`src/rtl/eig_sequencer.sv`:
```
// eig_sequencer
// Frame controller for the parameter loader -> eigen core -> output loader chain.
// When the loader presents a fresh alpha/beta pair, the block starts the core,
// latches the regime the core returns, starts the output loader and waits for it
// to drain. It holds the loader while a frame is in flight. Each wait state has
// its own watchdog.
//
// Ports:
//   clk, rst         clock, synchronous active-high reset
//   ena              enable; when low the FSM, timer and counters freeze
//   pl_valid         loader has a fresh pair (1-cycle pulse)
//   pl_hold          loader must not overwrite alpha/beta
//   core_start       1-cycle start pulse to the eigen core
//   core_done        core result valid (1-cycle pulse)
//   core_regime[2:0] regime from the core, valid with core_done
//   regime_q[2:0]    regime latched at core_done
//   ol_start         1-cycle start pulse to the output loader
//   ol_busy          output loader busy
//   clr_err          leave ERROR and clear the sticky flags
//   busy             controller not idle
//   err              in ERROR
//   err_code[1:0]    00 none, 01 core timeout, 10 output loader timeout
//   overrun          sticky: a frame was dropped because the controller was busy
//   frame_cnt[7:0]   completed frames, wraps
module eig_sequencer #(
  parameter int CORE_TIMEOUT = 200,
  parameter int OL_TIMEOUT   = 64,
  parameter int TMR_W        = 8
) (
  input  logic       clk,
  input  logic       rst,
  input  logic       ena,
  input  logic       pl_valid,
  output logic       pl_hold,
  output logic       core_start,
  input  logic       core_done,
  input  logic [2:0] core_regime,
  output logic [2:0] regime_q,
  output logic       ol_start,
  input  logic       ol_busy,
  input  logic       clr_err,
  output logic       busy,
  output logic       err,
  output logic [1:0] err_code,
  output logic       overrun,
  output logic [7:0] frame_cnt
);

  typedef enum logic [2:0] {
    S_IDLE,
    S_START_CORE,
    S_WAIT_CORE,
    S_START_OL,
    S_WAIT_OL,
    S_ERROR
  } state_t;

  localparam logic [TMR_W-1:0] CORE_LAST = TMR_W'(CORE_TIMEOUT - 1);
  localparam logic [TMR_W-1:0] OL_LAST   = TMR_W'(OL_TIMEOUT - 1);
  localparam logic [TMR_W-1:0] TMR_MAX   = '1;

  state_t           r_state;
  logic [TMR_W-1:0] r_timer;
  logic             r_pl_hold;
  logic             r_core_start;
  logic             r_ol_start;
  logic             r_busy;
  logic             r_err;
  logic             r_overrun;
  logic [2:0]       r_regime;
  logic [1:0]       r_err_code;
  logic [7:0]       r_frame_cnt;

  // Watchdog increment that sticks at all-ones instead of wrapping.
  function automatic logic [TMR_W-1:0] tmr_inc(input logic [TMR_W-1:0] t);
    return (t == TMR_MAX) ? t : t + 1'b1;
  endfunction

  always_ff @(posedge clk) begin
    if (rst) begin
      r_state      <= S_IDLE;
      r_timer      <= '0;
      r_pl_hold    <= 1'b0;
      r_core_start <= 1'b0;
      r_ol_start   <= 1'b0;
      r_busy       <= 1'b0;
      r_err        <= 1'b0;
      r_overrun    <= 1'b0;
      r_regime     <= '0;
      r_err_code   <= '0;
      r_frame_cnt  <= '0;
    end else if (ena) begin
      // Sticky overrun: cleared by clr_err, but a frame dropped on the same
      // edge is still reported.
      if (clr_err && r_state != S_ERROR)
        r_overrun <= 1'b0;
      if (pl_valid && r_state != S_IDLE && r_state != S_ERROR)
        r_overrun <= 1'b1;

      case (r_state)
        S_IDLE: begin
          if (pl_valid) begin
            r_state      <= S_START_CORE;
            r_core_start <= 1'b1;
            r_pl_hold    <= 1'b1;
            r_busy       <= 1'b1;
          end
        end
        S_START_CORE: begin
          r_state      <= S_WAIT_CORE;
          r_core_start <= 1'b0;
          r_timer      <= '0;
        end
        S_WAIT_CORE: begin
          // A done arriving on the timeout cycle still completes the frame.
          if (core_done) begin
            r_regime   <= core_regime;
            r_state    <= S_START_OL;
            r_ol_start <= 1'b1;
          end else if (r_timer == CORE_LAST) begin
            r_state    <= S_ERROR;
            r_err      <= 1'b1;
            r_err_code <= 2'b01;
          end else begin
            r_timer <= tmr_inc(r_timer);
          end
        end
        S_START_OL: begin
          r_state    <= S_WAIT_OL;
          r_ol_start <= 1'b0;
          r_timer    <= '0;
        end
        S_WAIT_OL: begin
          // timer==0 marks the first WAIT_OL cycle, before the loader has had
          // time to raise ol_busy, so a low ol_busy there means nothing.
          if (r_timer != '0 && !ol_busy) begin
            r_state     <= S_IDLE;
            r_pl_hold   <= 1'b0;
            r_busy      <= 1'b0;
            r_frame_cnt <= r_frame_cnt + 8'd1;
          end else if (r_timer == OL_LAST) begin
            r_state    <= S_ERROR;
            r_err      <= 1'b1;
            r_err_code <= 2'b10;
          end else begin
            r_timer <= tmr_inc(r_timer);
          end
        end
        S_ERROR: begin
          if (clr_err) begin
            r_state    <= S_IDLE;
            r_err      <= 1'b0;
            r_err_code <= 2'b00;
            r_overrun  <= 1'b0;
            r_pl_hold  <= 1'b0;
            r_busy     <= 1'b0;
          end
        end
        default: begin
          r_state   <= S_IDLE;
          r_pl_hold <= 1'b0;
          r_busy    <= 1'b0;
        end
      endcase
    end
  end

  // The start registers stay set for the whole START_* state; gating with ena
  // suppresses the pulse while frozen and emits it in the first enabled cycle,
  // which is also the cycle the state moves on.
  assign core_start = r_core_start & ena;
  assign ol_start   = r_ol_start & ena;
  assign pl_hold    = r_pl_hold;
  assign regime_q   = r_regime;
  assign busy       = r_busy;
  assign err        = r_err;
  assign err_code   = r_err_code;
  assign overrun    = r_overrun;
  assign frame_cnt  = r_frame_cnt;

endmodule

```
`config.mk`:
```
export PLATFORM = sky130hd
export DESIGN_NAME = eig_sequencer
export DESIGN_NICKNAME = d
export VERILOG_FILES = /design/src/rtl/eig_sequencer.sv
export SDC_FILE = /design/constraint.sdc
export NUM_CORES = 1
export LEC_CHECK = 0
export CORE_MARGIN = 2
export CORE_UTILIZATION = 54
export CTS_BUF_LIST = sky130_fd_sc_hd__clkbuf_8
export CTS_CLUSTER_SIZE = 20
export DETAILED_ROUTE_END_ITERATION = 6
export GPL_TIMING_DRIVEN = 0
export PLACE_DENSITY = 0.82
export SETUP_SLACK_MARGIN = 0.3
export SLEW_MARGIN = 15
export SYNTH_ARGS = -nofsm -noshare
export SYNTH_HDL_FRONTEND = slang
export SYNTH_SLANG_ARGS = --single-unit
```
`constraint.sdc`:
```
create_clock -name clk -period 2.8 [get_ports clk]
set_clock_uncertainty 0.15 [all_clocks]
set_input_delay 0.56 -clock clk [delete_from_list [all_inputs] [get_ports clk]]
set_output_delay 0.56 -clock clk [all_outputs]
set_load 0.01 [all_outputs]
```
# --- Word-level counts from Yosys, hierarchy flattened ---
# Index checks and enable logic that the tools add are counted.
# Widths: inputs -> output; s select.
totals:
  regBits: 29
  inputBits: 10
  out_inout_bits: 19
  elab_cells: 93
classes:
  n_addsub: 2
  eq_ne: 21
  mux: 35
  bitwise_logic: 3
  reduce_logical: 22
ops:
  columns: ["op", "n"]
  rows:
  - ["$mux 8", 5]
  - ["$pmux 8 s3", 1]
  - ["$ne 2x2->1 const B", 10]
  - ["$mux 3", 6]
  - ["$pmux 3 s6", 1]
  - ["$add 8x1->8 const B", 2]
  - ["$eq 8x8->1 const B", 2]
  - ["$mux 1", 12]
  - ["$reduce_and 3->1", 4]
  - ["$mux 2", 5]
  - ["$reduce_and 5->1", 2]
  - ["$ne 3x3->1 const B", 3]
  - ["$reduce_bool 3->1", 3]
  - ["$eq 8x6->1 const B", 1]
  - ["$reduce_bool 8->1", 1]
  - ["$reduce_and 7->1", 1]
  - ["$eq 3x2->1 const B", 2]
  - ["$eq 3x3->1 const B", 2]
  - ["$pmux 2 s3", 1]
  - ["$reduce_and 6->1", 1]
  - ["$logic_and 1x1->1", 4]
  - ["$pmux 1 s2", 2]
  - ["$pmux 1 s4", 1]
  - ["$reduce_bool 2->1", 2]
  - ["8 further kinds", 9]

# --- Longest topological paths before layout ---
# Gate-level depths: netlist (run 1).
depth:
  depth_word: 6
  depth_mapped: 8
  depth_no_buf: 7

# --- Least setup slack after synthesis (run 1) ---
# No wires, ideal clock.
synth_timing:
  path_type: "flip-flop to flip-flop"
  start: "register r_timer[0]"
  end: "register r_timer[3]"
  setup_time_ns: 0.092
  arrival_time_ns: 1.965
  t_required_ns: 2.558
  path_slack_ns: 0.592
  stages_incl_launch_ff: 9
  n_path_buf: 1
  period_less_slack_ns: 2.208
  path_cell_list: "dfxtp_1 -> inv_1 -> ha_1 -> nor4b_1 -> a21o_1 -> o221ai_2 -> or4_1 -> buf_2 -> o32ai_1"
synth_via:
  elab_chain_len: 5
  word_cells_on_any_way: 16
  classes_between: "add/sub (1); eq/ne (6); mux (6); reduce/logical (3)"
synth_rtl:
  columns: ["item", "line", "rtl"]
  rows:
  - ["start, declared", "63", "logic [TMR_W-1:0] r_timer;"]
  - ["start signal, assigned", "125", "r_timer <= tmr_inc(r_timer);"]
  - ["start signal, assigned", "146", "r_timer <= tmr_inc(r_timer);"]
  - ["$add 8x1->8 / $eq 8x8->1 (equally long branches)", "76", "return (t == TMR_MAX) ? t : t + 1'b1;"]
  - ["$mux 8", "76", null]
  - ["$mux 8 (on tied branches)", "141, 120", null]
  - ["$mux 8 (on tied branches)", "136, 116", null]
  - ["$pmux 8 s3", "100", "case (r_state)"]
# Several ways; a longest one is shown, not always the timed one. The select of a mux whose other input is x is not followed.
# A chain may end at the register's enable or synchronous reset.

# --- Worst setup path after layout (run 1) ---
layout_timing:
  start: "register r_timer[0]"
  end: "register r_timer[2]"
# The elaborated chain is that of the path after synthesis.

==> reports/qor.tcl, run 1 <==
set qor(run_status) {finished clean}
set qor(detail_route.vias_per_cell) 6.066
set qor(min_period_over_period_pct) 84.30
set qor(starting_density_of_the_core_pct) 57.04
set qor(overflow) 0
set qor(insertion_delay_ps) 270
set qor(numCtsBuffers) 5
set qor(final_critical_path_required_period_ps) 2360
set qor(first_pass_grt_wire_length_mm) 6.196
set qor(max_slew_headroom_at_the_worst_pin_pct) 54.01
set qor(io_buffer_count) 28
set qor(dominantRegCellSynth) {dfxtp_1}
set qor(synthArstFlopShare_pct) 0
set qor(grt_antenna_before_repair) 0
set qor(io-pin-count) 29
set qor(most_used_cells_in_the_layout_excluding_fill_and_tap_cells) {dfxtp_1, clkdlybuf4s50_1, nor2_1}
set qor(vias_in_the_first_global_route) 1405
set qor(tritoncts_num_sinks) 29
set qor(wire_per_inst_microns) 15.01
set qor(netlist-cell-type-count) 49
set qor(synth_area_leaders) {dfxtp_1, nor2_1, xnor2_1}
set qor(routabilityCongestion) 0.9178
set qor(critPathRequiredTime_ps) 2840
set qor(detailed_place_hpwl_mm) 2.818
set qor(power_leakage_nw) 0.6969
set qor(slew_at_the_pin_closest_to_its_max_slew_limit_ps) 679.1
set qor(drt-pass1-iter-count) 4
set qor(synth_cells) 192
set qor(layout_commonest_cell) {dfxtp_1}
set qor(synth.avg_cell_area_sq_um) 8.263
set qor(drt_iter0_markers) 104
set qor(grt_start_max_net_pins) 11
set qor(gr-usage-all-layers_pct) 23.62
set qor(drv_cap) 0
set qor(hold_ws_ps) 309.8
set qor(clock_path_buffers) 2
set qor(crit_path_max_incr_delay_ps) 650
set qor(timing.critical_path.arrival_ps) 2400
set qor(finalSetupViolCount) 0
set qor(critical_path.slowest_cell) {o31ai_1}
set qor(worstSetupPathType) {reg -> reg}
set qor(placement_rows) 19
set qor(post_route_setup_tns_ps) 0
set qor(report.power.total_mw) 1.111
set qor(die_x_microns) 58.21
set qor(area_delta_synth_final_pct) 27.52
set qor(cp-start-kind) {flip-flop}
set qor(total_nets_after_synthesis) 205
set qor(route.detailed.drc) 0
set qor(count_of_flip_flops_with_a_built_in_enable_after_synthesis) 0
set qor(diodes) 0
set qor(post_synth_instance_area_sq_um) 1587
set qor(power.density_nw_per_um2) 549.2
set qor(core_area_sq_um) 2781
set qor(largest_voltage_drop_on_the_vdd_net_uv) 582.3
set qor(cts_root_buf) {clkbuf_8}
set qor(synth.top_cell.area_share_pct) 36.59
set qor(achievable-frequency_mhz) 423.7
set qor(wl_mm) 3.873
set qor(worstSetupEndpointType) {flip-flop}
set qor(timing.final.max_slew_violations) 0
set qor(synthesis.yosys.warnings) 0
set qor(hold_violations_final) 0
set qor(fp.dieArea_sq_um) 3388
set qor(yosys_register_bits) 29
set qor(synthDominantAreaCellType) {dfxtp_1}
set qor(nets) 240
set qor(drive_above_1_share_pct) 7.930
set qor(dpl_cell_area_sq_um) 1906
set qor(cp_cell_sequence) {ha_1 > and3_1 > nand3_1 > o31ai_1 > o311ai_0 > o31ai_1}
set qor(final_cell_area_sq_um) 2023
set qor(clkSlewWorstSetupHoldPaths_ps) 60
set qor(htree_num_levels) 2
set qor(ant_nets) 0
set qor(crit_path_frequent_cell) {o31ai_1}
set qor(die_height_microns) 58.21
set qor(number_of_vias_after_detailed_routing) 1565
set qor(hold_path.class) {reg -> reg}
set qor(cts_tree) {done}
set qor(yosysSeqAreaShare_pct) 36.59
set qor(cp_max_fo) 7
set qor(rsz0062_at_grt) {false}
-- through the flow --
stage | setup WS, ps | util (%) | instances
after CTS | 308.8 | 72.20 | 258
after floorplan | 592.3 | - | 192
final | 439.6 | 72.74 | 258
after detailed placement | 54.69 | 68.51 | 251
after global placement | 115.5 | 68.51 | 251
after global routing | 284.1 | 72.74 | 258
-- power by group --
part,switching (mW),internal (mW)
combinational,0.139,0.106
clock,0.151,0.258
sequential,0.0218,0.435
total,0.311,0.800
-- cells in the mapped netlist, types with 2 or more instances --
| library cell | n |
|---|---|
| a211oi_1 | 4 |
| a21oi_1 | 9 |
| a41oi_1 | 2 |
| and2_1 | 5 |
| and3_1 | 2 |
| and4_1 | 2 |
| buf_2 | 4 |
| clkbuf_1 | 7 |
| dfxtp_1 | 29 |
| ha_1 | 3 |
| inv_1 | 11 |
| mux2i_1 | 5 |
| nand2_1 | 12 |
| nand2b_1 | 3 |
| nand3_1 | 9 |
| nand4_1 | 2 |
| nor2_1 | 20 |
| nor3_1 | 10 |
| o211ai_1 | 2 |
| o21ai_0 | 7 |
| o311a_1 | 3 |
| o311ai_0 | 3 |
| o31ai_1 | 5 |
| or4_1 | 2 |
| xnor2_1 | 7 |
-- critical path: cells and delay by family, from the launching register on --
kind            cells  cell delay [ps]
simple gates        2              450
flops               1              390
compound gates      3             1030
fa+ha+maj           1              260
-- sequential cells by signal, summed over array words and instances (netlist names) --
| name | count |
|---|---|
| r_timer | 8 |
| overrun | 1 |
| busy | 1 |
| frame_cnt | 8 |
| err_code | 2 |
| regime_q | 3 |
| r_ol_start | 1 |
| r_core_start | 1 |
| r_state | 3 |
| err | 1 |
-- cell families (layout without fill, tap and decap cells) --
group / count (synthesis) / count (layout) / share of synthesized area (%)
adder cells (fa/ha/maj): 3 / 3 / 2.366
XOR/XNOR: 7 / 7 / 3.864
AND/OR/NAND/NOR: 75 / 75 / 24.29
AO/OA/AOI/OAI: 49 / 49 / 23.50
multiplexers: 5 / 5 / 3.155
buffers and inverters: 24 / 59 / 6.231
flip-flops: 29 / 29 / 36.59
-- worst paths after layout --
kind	cells after the start	endpoint	startpoint	slack (ps)
worst max-delay path	6	r_timer[2]	r_timer[0]	440
worst min-delay path	2	overrun	overrun	310
worst max register to register	6	r_timer[2]	r_timer[0]	440
worst min register to register	2	overrun	overrun	310
-- final cells by class --
type	instances	area [sq um]
fill	217	758.2
clock buffer	5	68.82
inverter	12	45.04
multi-input combinational	139	918.4
tap	31	38.79
clock inverter	2	35.03
sequential	29	581.8
timing repair buffer	28	281.5
buffer	12	53.80
-- per-layer routing --
metal | vias to the layer above | share of wire (%) | track usage (%)
met5 | - | 0 | 0
met3 | 4 | 7.5 | 6.696
li1 | 774 | - | -
met1 | 718 | 45 | 30.43
met4 | 0 | 0.70 | 7.309
met2 | 69 | 47 | 38.31
-- timing repair --
action	4_1_cts	5_1_grt
pin swaps	0	1
hold buffers	0	0
gates resized for setup	1	4
setup endpoints to repair	2	8
setup buffers	0	0
Note: power is estimated with default switching activity, not from simulation.
==> run 2: changes to the inputs <==
--- a/config.mk
+++ b/config.mk
@@ -6,12 +6,12 @@
 export NUM_CORES = 1
 export LEC_CHECK = 0
 export CORE_MARGIN = 2
-export CORE_UTILIZATION = 54
+export CORE_UTILIZATION = 49
 export CTS_BUF_LIST = sky130_fd_sc_hd__clkbuf_8
 export CTS_CLUSTER_SIZE = 20
 export DETAILED_ROUTE_END_ITERATION = 6
 export GPL_TIMING_DRIVEN = 0
-export PLACE_DENSITY = 0.82
+export PLACE_DENSITY = 0.78
 export SETUP_SLACK_MARGIN = 0.3
 export SLEW_MARGIN = 15
 export SYNTH_ARGS = -nofsm -noshare
==> constraint.sdc (replaced) <==
create_clock -name clk -period 2 [get_ports clk]
set_clock_uncertainty 0.15 [all_clocks]
set_input_delay 0.4 -clock clk [delete_from_list [all_inputs] [get_ports clk]]
set_output_delay 0.4 -clock clk [all_outputs]
set_load 0.01 [all_outputs]
==> run 2 against run 1 <==
Net effect: the run now ends with setup timing left; critical endpoint is now r_timer[3]; sequential power rose by 39%; setup slack got worse by 630 ps; final area rose by 21%; non-clock buffer count rose by 16.
==> reports/qor.tcl, run 2 (synthesis results as in run 1) <==
set qor(regToRegEndpoint) {r_timer[3]} ;# was r_timer[2]
set qor(overflow) 0 ;# unchanged
set qor(violations) {setup timing}
set qor(timing.critical_path.arrival_ps) 2250 ;# was 2400 ps
set qor(numCtsBuffers) 5 ;# unchanged
set qor(cts_tree) {done} ;# unchanged
set qor(run_status) {finished, violations left} ;# was finished clean
set qor(max_slew_headroom_at_the_worst_pin_pct) 64.15 ;# was 54.01%
set qor(achievable-frequency_mhz) 455.5 ;# was 423.7 MHz
set qor(slew_at_the_pin_closest_to_its_max_slew_limit_ps) 537.2 ;# was 679.1 ps
set qor(final_cell_area_sq_um) 2451 ;# was 2023 sq um
set qor(insertion_delay_ps) 280 ;# was 270 ps
set qor(tritoncts_num_sinks) 29 ;# unchanged
set qor(worstSetupPathType) {reg -> reg} ;# unchanged
set qor(die_height_microns) 60.90 ;# was 58.21 microns
set qor(cp_max_fo) 6 ;# was 7
set qor(core_area_sq_um) 3078 ;# was 2781 sq um
set qor(nets) 256 ;# was 240
set qor(grt_antenna_before_repair) 0 ;# unchanged
set qor(route.detailed.drc) 0 ;# unchanged
set qor(drive_above_1_share_pct) 32.51 ;# was 7.930%
set qor(ant_nets) 0 ;# unchanged
set qor(gr-usage-all-layers_pct) 26.61 ;# was 23.62%
set qor(detailed_place_hpwl_mm) 2.957 ;# was 2.818 mm
set qor(dpl_cell_area_sq_um) 1993 ;# was 1906 sq um
set qor(first_pass_grt_wire_length_mm) 7.279 ;# was 6.196 mm
set qor(fp.dieArea_sq_um) 3709 ;# was 3388 sq um
set qor(routabilityCongestion) 0.9154 ;# was 0.9178
set qor(clock_power_share_pct) 29.1 ;# was 36.8%
set qor(cts.hold.buffers_added) 0 ;# unchanged
set qor(htree_num_levels) 2 ;# unchanged
set qor(placement_rows) 20 ;# was 19
set qor(crit_path_max_incr_delay_ps) 440 ;# was 650 ps
set qor(rsz0062_at_grt) {true} ;# was false
set qor(drt-pass1-iter-count) 4 ;# unchanged
set qor(worstSetupEndpointType) {flip-flop} ;# unchanged
set qor(setup_ws_ps) -195.3 ;# was 439.6 ps
set qor(hold_violations_final) 0 ;# unchanged
set qor(clock_path_buffers) 2 ;# unchanged
set qor(layout_commonest_cell) {dfxtp_1} ;# unchanged
set qor(area_delta_synth_final_pct) 54.50 ;# was 27.52%
set qor(timing.final.max_slew_violations) 0 ;# unchanged
set qor(crit_path_end) {r_timer[3]} ;# was r_timer[2]
set qor(number_of_vias_after_detailed_routing) 1727 ;# was 1,565
set qor(p_sw_share_pct) 32.17 ;# was 28.00%
set qor(power_leakage_nw) 1.006 ;# was 0.6969 nW
set qor(wire_per_inst_microns) 17.91 ;# was 15.01 microns
set qor(report.power.total_mw) 1.696 ;# was 1.111 mW
set qor(critPathRequiredTime_ps) 2050 ;# was 2840 ps
set qor(p_int_mw) 1.151 ;# was 0.7999 mW
set qor(grt_start_max_net_pins) 11 ;# unchanged
set qor(critical_path.slowest_cell) {or4_4} ;# was o31ai_1
set qor(setup.worst_path.start) {r_timer[0]} ;# unchanged
set qor(cp-start-kind) {flip-flop} ;# unchanged
set qor(most_used_cells_in_the_layout_excluding_fill_and_tap_cells) {dfxtp_1, nor2_1, dlygate4sd2_1} ;# was dfxtp_1, clkdlybuf4s50_1, nor2_1
set qor(detail_route.vias_per_cell) 6.017 ;# was 6.066
set qor(layout.cells.non_filler) 287 ;# was 258
set qor(pwr-share-comb_pct) 33.4 ;# was 22.1%
set qor(largest_voltage_drop_on_the_vdd_net_uv) 557.5 ;# was 582.3 uV
set qor(power.density_nw_per_um2) 692.1 ;# was 549.2 nW/um^2
set qor(post_route_setup_tns_ps) -1212 ;# was 0 ps
set qor(drt_iter0_markers) 172 ;# was 104
set qor(diodes) 0 ;# unchanged
set qor(worst-r2r-setup-slack_ps) -200 ;# was 440 ps
set qor(total_switching_power_mw) 0.5456 ;# was 0.3111 mW
set qor(dp_cells) 264 ;# was 251
set qor(starting_density_of_the_core_pct) 51.54 ;# was 57.04%
set qor(finalSetupViolCount) 9 ;# was 0
set qor(io-pin-count) 29 ;# unchanged
set qor(wl_mm) 5.140 ;# was 3.873 mm
set qor(cts_root_buf) {clkbuf_8} ;# unchanged
set qor(final_critical_path_required_period_ps) 2195 ;# was 2360 ps
set qor(cp_cell_sequence) {inv_1 > ha_1 > nor4b_4 > a21o_1 > o221ai_2 > or4_4 > buf_6 > o32ai_2} ;# was ha_1 > and3_1 > nand3_1 > o31ai_1 > o311ai_0 > o31ai_1
set qor(io_buffer_count) 28 ;# unchanged
set qor(worstReg2RegStart) {r_timer[0]} ;# unchanged
set qor(clkSlewWorstSetupHoldPaths_ps) 70 ;# was 60 ps
set qor(min_period_over_period_pct) 109.8 ;# was 84.30%
set qor(drv_cap) 0 ;# unchanged
set qor(hold_path.class) {reg -> reg} ;# unchanged
set qor(ff2ff_path_depth) 8 ;# was 6
set qor(die_x_microns) 60.90 ;# was 58.21 microns
set qor(p_seq_share_pct) 37.5 ;# was 41.2%
set qor(vias_in_the_first_global_route) 1581 ;# was 1,405
==> run 2: cell count changes in the layout (fill, tap and decap cells not counted), moves of 4 or more <==
cell,previous run,this run
dfxtp_1,28,23
o31ai_1,5,1
nor3_1,9,3
clkbuf_2,0,4
clkdlybuf4s50_1,26,6
buf_6,0,8
dlygate4sd2_1,1,17
buf_4,1,14
clkbuf_1,7,0
==> run 2: per-layer routing <==
metal,vias up,track usage (%),wire (microns)
met5,-,0,0
met4,0,8.696,182
met3,22,9.595,414
met2,87,43.32,2534
met1,812,32.77,2008
li1,806,-,-
==> run 2: critical path: cells and delay by family, from the launching register on <==
| kind | cells | cell delay (ps) |
|---|---|---|
| AOI/OAI and AO/OA | 3 | 530 |
| DFF | 1 | 350 |
| adders and majority gates | 1 | 150 |
| and+or+nand+nor | 2 | 710 |
| buffers and inverters | 2 | 220 |
==> run 2: power by group through the flow <==
stage / combinational, mW / clock (mW) / sequential, mW
4_1_cts: 0.468 / 0.493 / 0.632
3_5_place_dp: 0.353 / 0 / 0.653
2_1_floorplan: 0.240 / 0 / 0.651
6_report: 0.566 / 0.494 / 0.636
3_3_place_gp: 0.346 / 0 / 0.651
5_1_grt: 0.600 / 0.524 / 0.639
==> run 2: worst min-delay path by stage <==
stage | from | to | slack [ps] | cells after the start
after global placement | overrun | overrun | 300 | 2
after floorplan | r_timer[0] | r_timer[0] | 300 | 1
after global routing | overrun | overrun | 330 | 2
after CTS | overrun | overrun | 310 | 2
after detailed placement | overrun | overrun | 300 | 2
final | overrun | overrun | 300 | 2
==> run 2: area by class of cell <==
cell class	count	area, sq um
clock inverter	1	3.754
multi-input combinational	139	1160
clock buffer	6	82.58
sequential	29	593.1
tap	44	55.05
fill	208	626.9
timing repair buffer	44	405.4
inverter	12	48.80
buffer	12	102.6
==> run 2: stage by stage <==
step / hold WS [ps] / setup WS [ps] / util [%]
4_1_cts: 306.7 / -148.1 / 74.27
2_1_floorplan: 296.0 / -123.2 / -
3_3_place_gp: 299.0 / -612.6 / 64.76
6_report: 303.8 / -195.3 / 79.63
5_1_grt: 334.6 / -247.7 / 79.63
3_5_place_dp: 298.7 / -656.5 / 64.76
==> run 2: repair_timing <==
| item | CTS | global route |
|---|---|---|
| buffers inserted | 12 | 4 |
| endpoints found under the setup margin | 43 | 31 |
| resized for setup | 62 | 30 |
| pin swaps | 11 | 9 |
==> run 3: changes to the inputs <==
--- a/config.mk
+++ b/config.mk
@@ -6,12 +6,12 @@
 export NUM_CORES = 1
 export LEC_CHECK = 0
 export CORE_MARGIN = 2
-export CORE_UTILIZATION = 49
+export CORE_UTILIZATION = 54
 export CTS_BUF_LIST = sky130_fd_sc_hd__clkbuf_8
 export CTS_CLUSTER_SIZE = 20
 export DETAILED_ROUTE_END_ITERATION = 6
 export GPL_TIMING_DRIVEN = 0
-export PLACE_DENSITY = 0.78
+export PLACE_DENSITY = 0.82
 export SETUP_SLACK_MARGIN = 0.3
 export SLEW_MARGIN = 15
 export SYNTH_ARGS = -nofsm -noshare
==> constraint.sdc (replaced) <==
create_clock -name clk -period 2.5 [get_ports clk]
set_clock_uncertainty 0.15 [all_clocks]
set_input_delay 0.5 -clock clk [delete_from_list [all_inputs] [get_ports clk]]
set_output_delay 0.5 -clock clk [all_outputs]
set_load 0.01 [all_outputs]
==> run 3 against run 2 <==
Net effect: the flow now finishes without violations; register-to-register slack better by 500 ps; core utilization shrank 0.51 points; via count fell by 2.5%; hold slack improved by 11 ps; critical endpoint unchanged; highest routed layer unchanged.
==> reports/qor.tcl, run 3 (synthesis results as in run 1) <==
set qor(setup_ws_ps) 301.8 ;# was -195.3 ps
set qor(routabilityCongestion) 0.9087 ;# was 0.9154
set qor(cts_tree) {done} ;# unchanged
set qor(worstSetupPathType) {reg -> reg} ;# unchanged
set qor(worstSetupEndpointType) {flip-flop} ;# unchanged
set qor(detail_route.vias_per_cell) 6.303 ;# was 6.017
set qor(nets) 250 ;# was 256
set qor(crit_path_frequent_cell) {buf_6}
set qor(final.fill_count) 192 ;# was 208
set qor(hold-path-cell-count) 2 ;# unchanged
set qor(starting_density_of_the_core_pct) 57.04 ;# was 51.54%
set qor(rsz0062_at_grt) {true} ;# unchanged
set qor(ff2ff_path_depth) 7 ;# was 8
set qor(detailed_place_hpwl_mm) 2.868 ;# was 2.957 mm
set qor(cts.hold.buffers_added) 0 ;# unchanged
set qor(final_critical_path_required_period_ps) 2198 ;# was 2195 ps
set qor(final_cell_area_sq_um) 2201 ;# was 2451 sq um
set qor(grt_antenna_before_repair) 0 ;# unchanged
set qor(drive_above_1_share_pct) 22.03 ;# was 32.51%
set qor(drt-pass1-iter-count) 4 ;# unchanged
set qor(die_height_microns) 58.21 ;# was 60.90 microns
set qor(finalSetupViolCount) 0 ;# was 9
set qor(critPathRequiredTime_ps) 2550 ;# was 2050 ps
set qor(cp_cell_sequence) {or3b_1 > buf_6 > a41oi_2 > o221ai_2 > or4_4 > buf_6 > o32ai_2} ;# was inv_1 > ha_1 > nor4b_4 > a21o_1 > o221ai_2 > or4_4 > buf_6 > o32ai_2
set qor(numCtsBuffers) 5 ;# unchanged
set qor(regToRegEndpoint) {r_timer[3]} ;# unchanged
set qor(crit_path_max_incr_delay_ps) 440 ;# about the same
set qor(first_pass_grt_wire_length_mm) 6.603 ;# was 7.279 mm
set qor(detailedPlace.worstSlack_ps) -147.8 ;# was -656.5 ps
set qor(tritoncts_num_sinks) 29 ;# unchanged
set qor(min_period_over_period_pct) 87.93 ;# was 109.8%
set qor(insertion_delay_ps) 290 ;# was 280 ps
set qor(critPathTopFamily) {simple AND/OR/NAND/NOR gates} ;# unchanged
set qor(worst-r2r-setup-slack_ps) 300 ;# was -200 ps
set qor(hold_path.class) {reg -> reg} ;# unchanged
set qor(drv_cap) 0 ;# unchanged
set qor(fp.dieArea_sq_um) 3388 ;# was 3709 sq um
set qor(vias_in_the_first_global_route) 1450 ;# was 1,581
set qor(io_buffer_count) 28 ;# unchanged
set qor(largest_voltage_drop_on_the_vdd_net_uv) 668.6 ;# was 557.5 uV
set qor(io-pin-count) 29 ;# unchanged
set qor(htree_num_levels) 2 ;# unchanged
set qor(utilization_pct) 79.13 ;# was 79.63%
set qor(achievable-frequency_mhz) 454.9 ;# was 455.5 MHz
set qor(most_used_cells_in_the_layout_excluding_fill_and_tap_cells) {clkdlybuf4s50_1, dfxtp_1, nor2_1} ;# was dfxtp_1, nor2_1, dlygate4sd2_1
set qor(die_x_microns) 58.21 ;# was 60.90 microns
set qor(worstHoldStart) {overrun} ;# unchanged
set qor(overflow) 0 ;# unchanged
set qor(number_of_vias_after_detailed_routing) 1683 ;# was 1,727
set qor(layout_commonest_cell) {clkdlybuf4s50_1} ;# was dfxtp_1
set qor(timing.critical_path.arrival_ps) 2250 ;# about the same
set qor(clock_path_buffers) 2 ;# unchanged
set qor(cp-start-kind) {flip-flop} ;# unchanged
set qor(worstReg2RegStart) {r_state[1]} ;# was r_timer[0]
set qor(ant_nets) 0 ;# unchanged
set qor(hold_violations_final) 0 ;# unchanged
set qor(wire_per_inst_microns) 16.62 ;# was 17.91 microns
set qor(gr-usage-all-layers_pct) 25.87 ;# was 26.61%
set qor(critical_path.slowest_cell) {or4_4} ;# unchanged
set qor(wl_mm) 4.438 ;# was 5.140 mm
set qor(drt_iter0_markers) 142 ;# was 172
set qor(slew_at_the_pin_closest_to_its_max_slew_limit_ps) 562.7 ;# was 537.2 ps
set qor(diodes) 0 ;# unchanged
set qor(power.density_nw_per_um2) 558.2 ;# was 692.1 nW/um^2
set qor(grt_start_max_net_pins) 11 ;# unchanged
set qor(power_leakage_nw) 0.7692 ;# was 1.006 nW
set qor(placement_rows) 19 ;# was 20
set qor(area_delta_synth_final_pct) 38.72 ;# was 54.50%
set qor(cts_root_buf) {clkbuf_8} ;# unchanged
set qor(run_status) {finished clean} ;# was finished, violations left
set qor(core_area_sq_um) 2781 ;# was 3078 sq um
set qor(multi_input_area_sq_um) 1025 ;# was 1160 sq um
set qor(route.detailed.drc) 0 ;# unchanged
set qor(min_to) {overrun} ;# unchanged
set qor(clkSlewWorstSetupHoldPaths_ps) 60 ;# was 70 ps
set qor(crit_buf_inv) 2 ;# unchanged
set qor(dpl_cell_area_sq_um) 1912 ;# was 1993 sq um
set qor(max_slew_headroom_at_the_worst_pin_pct) 62.26 ;# was 64.15%
set qor(sequential_cell_area_sq_um) 594.3 ;# was 593.1 sq um
set qor(timing.final.max_slew_violations) 0 ;# unchanged
set qor(cp_max_fo) 6 ;# unchanged
-- run 3: changes by cell type in the layout (fill, tap and decap cells not counted), sizes merged --
cell,before,now
buf,24,15
clkbuf,11,13
clkdlybuf4s50,6,26
clkinv,1,2
clkinvlp,1,0
dlygate4sd2,17,1
dlymetal6s2s,4,0
-- run 3: area by class of cell --
type                    count  area share, %
multi-input cells         139          46.56
well taps                  31          1.762
inverters                  12          2.047
clock inverters             1         0.2274
flip-flops and latches     29          27.00
repair buffers             38          15.86
plain buffers              12          3.411
clock buffers               5          3.127
-- run 3: repair_timing --
action / 4_1_cts / 5_1_grt
pin swaps: 2 / 6
buffers inserted: 2 / 8
setup endpoints to repair: 16 / 14
resized for setup: 18 / 28
-- run 3: stage by stage --
step	total power [mW]	TNS, ps	hold slack [ps]	cells
6_report	1.228	0	315.2	267
5_1_grt	1.272	0	341.7	267
4_1_cts	1.168	0	318.6	259
3_5_place_dp	0.7920	-811.6	310.0	251
3_3_place_gp	0.7836	-552.6	297.1	251
2_1_floorplan	0.6988	0	329.6	192
-- run 3: worst max path at each step --
stage                     startpoint            to  cells past startpoint
after floorplan           r_state[2]    r_timer[3]                      7
after global placement           ena  frame_cnt[7]                      6
after detailed placement   core_done    r_timer[3]                      7
after CTS                 r_timer[0]    r_timer[3]                      7
after global routing      r_timer[0]    r_timer[3]                      8
final                     r_state[1]    r_timer[3]                      7
-- run 3: power by group --
part / leakage, nW / internal [mW] / switching [mW]
clock network: 0.0399 / 0.182 / 0.170
logic: 0.492 / 0.170 / 0.197
registers: 0.238 / 0.490 / 0.0195
total: 0.769 / 0.843 / 0.386
-- run 3: worst reg2reg max path, delay by kind of cell (launching register included) --
kind / cells / cell delay, ps
compound gates: 3 / 540
flops: 1 / 340
simple gates: 2 / 800
buf+inv: 2 / 290
-- run 3: per-layer routing --
| layer | wire length [microns] | vias up | track usage, % | share of wire [%] |
|---|---|---|---|---|
| met5 | 0 | - | 0 | 0 |
| met3 | 368 | 8 | 8.036 | 8.3 |
| met1 | 1876 | 795 | 33.33 | 42 |
| met4 | 75 | 0 | 9.635 | 1.7 |
| li1 | - | 792 | - | - |
| met2 | 2118 | 88 | 40.75 | 48 |
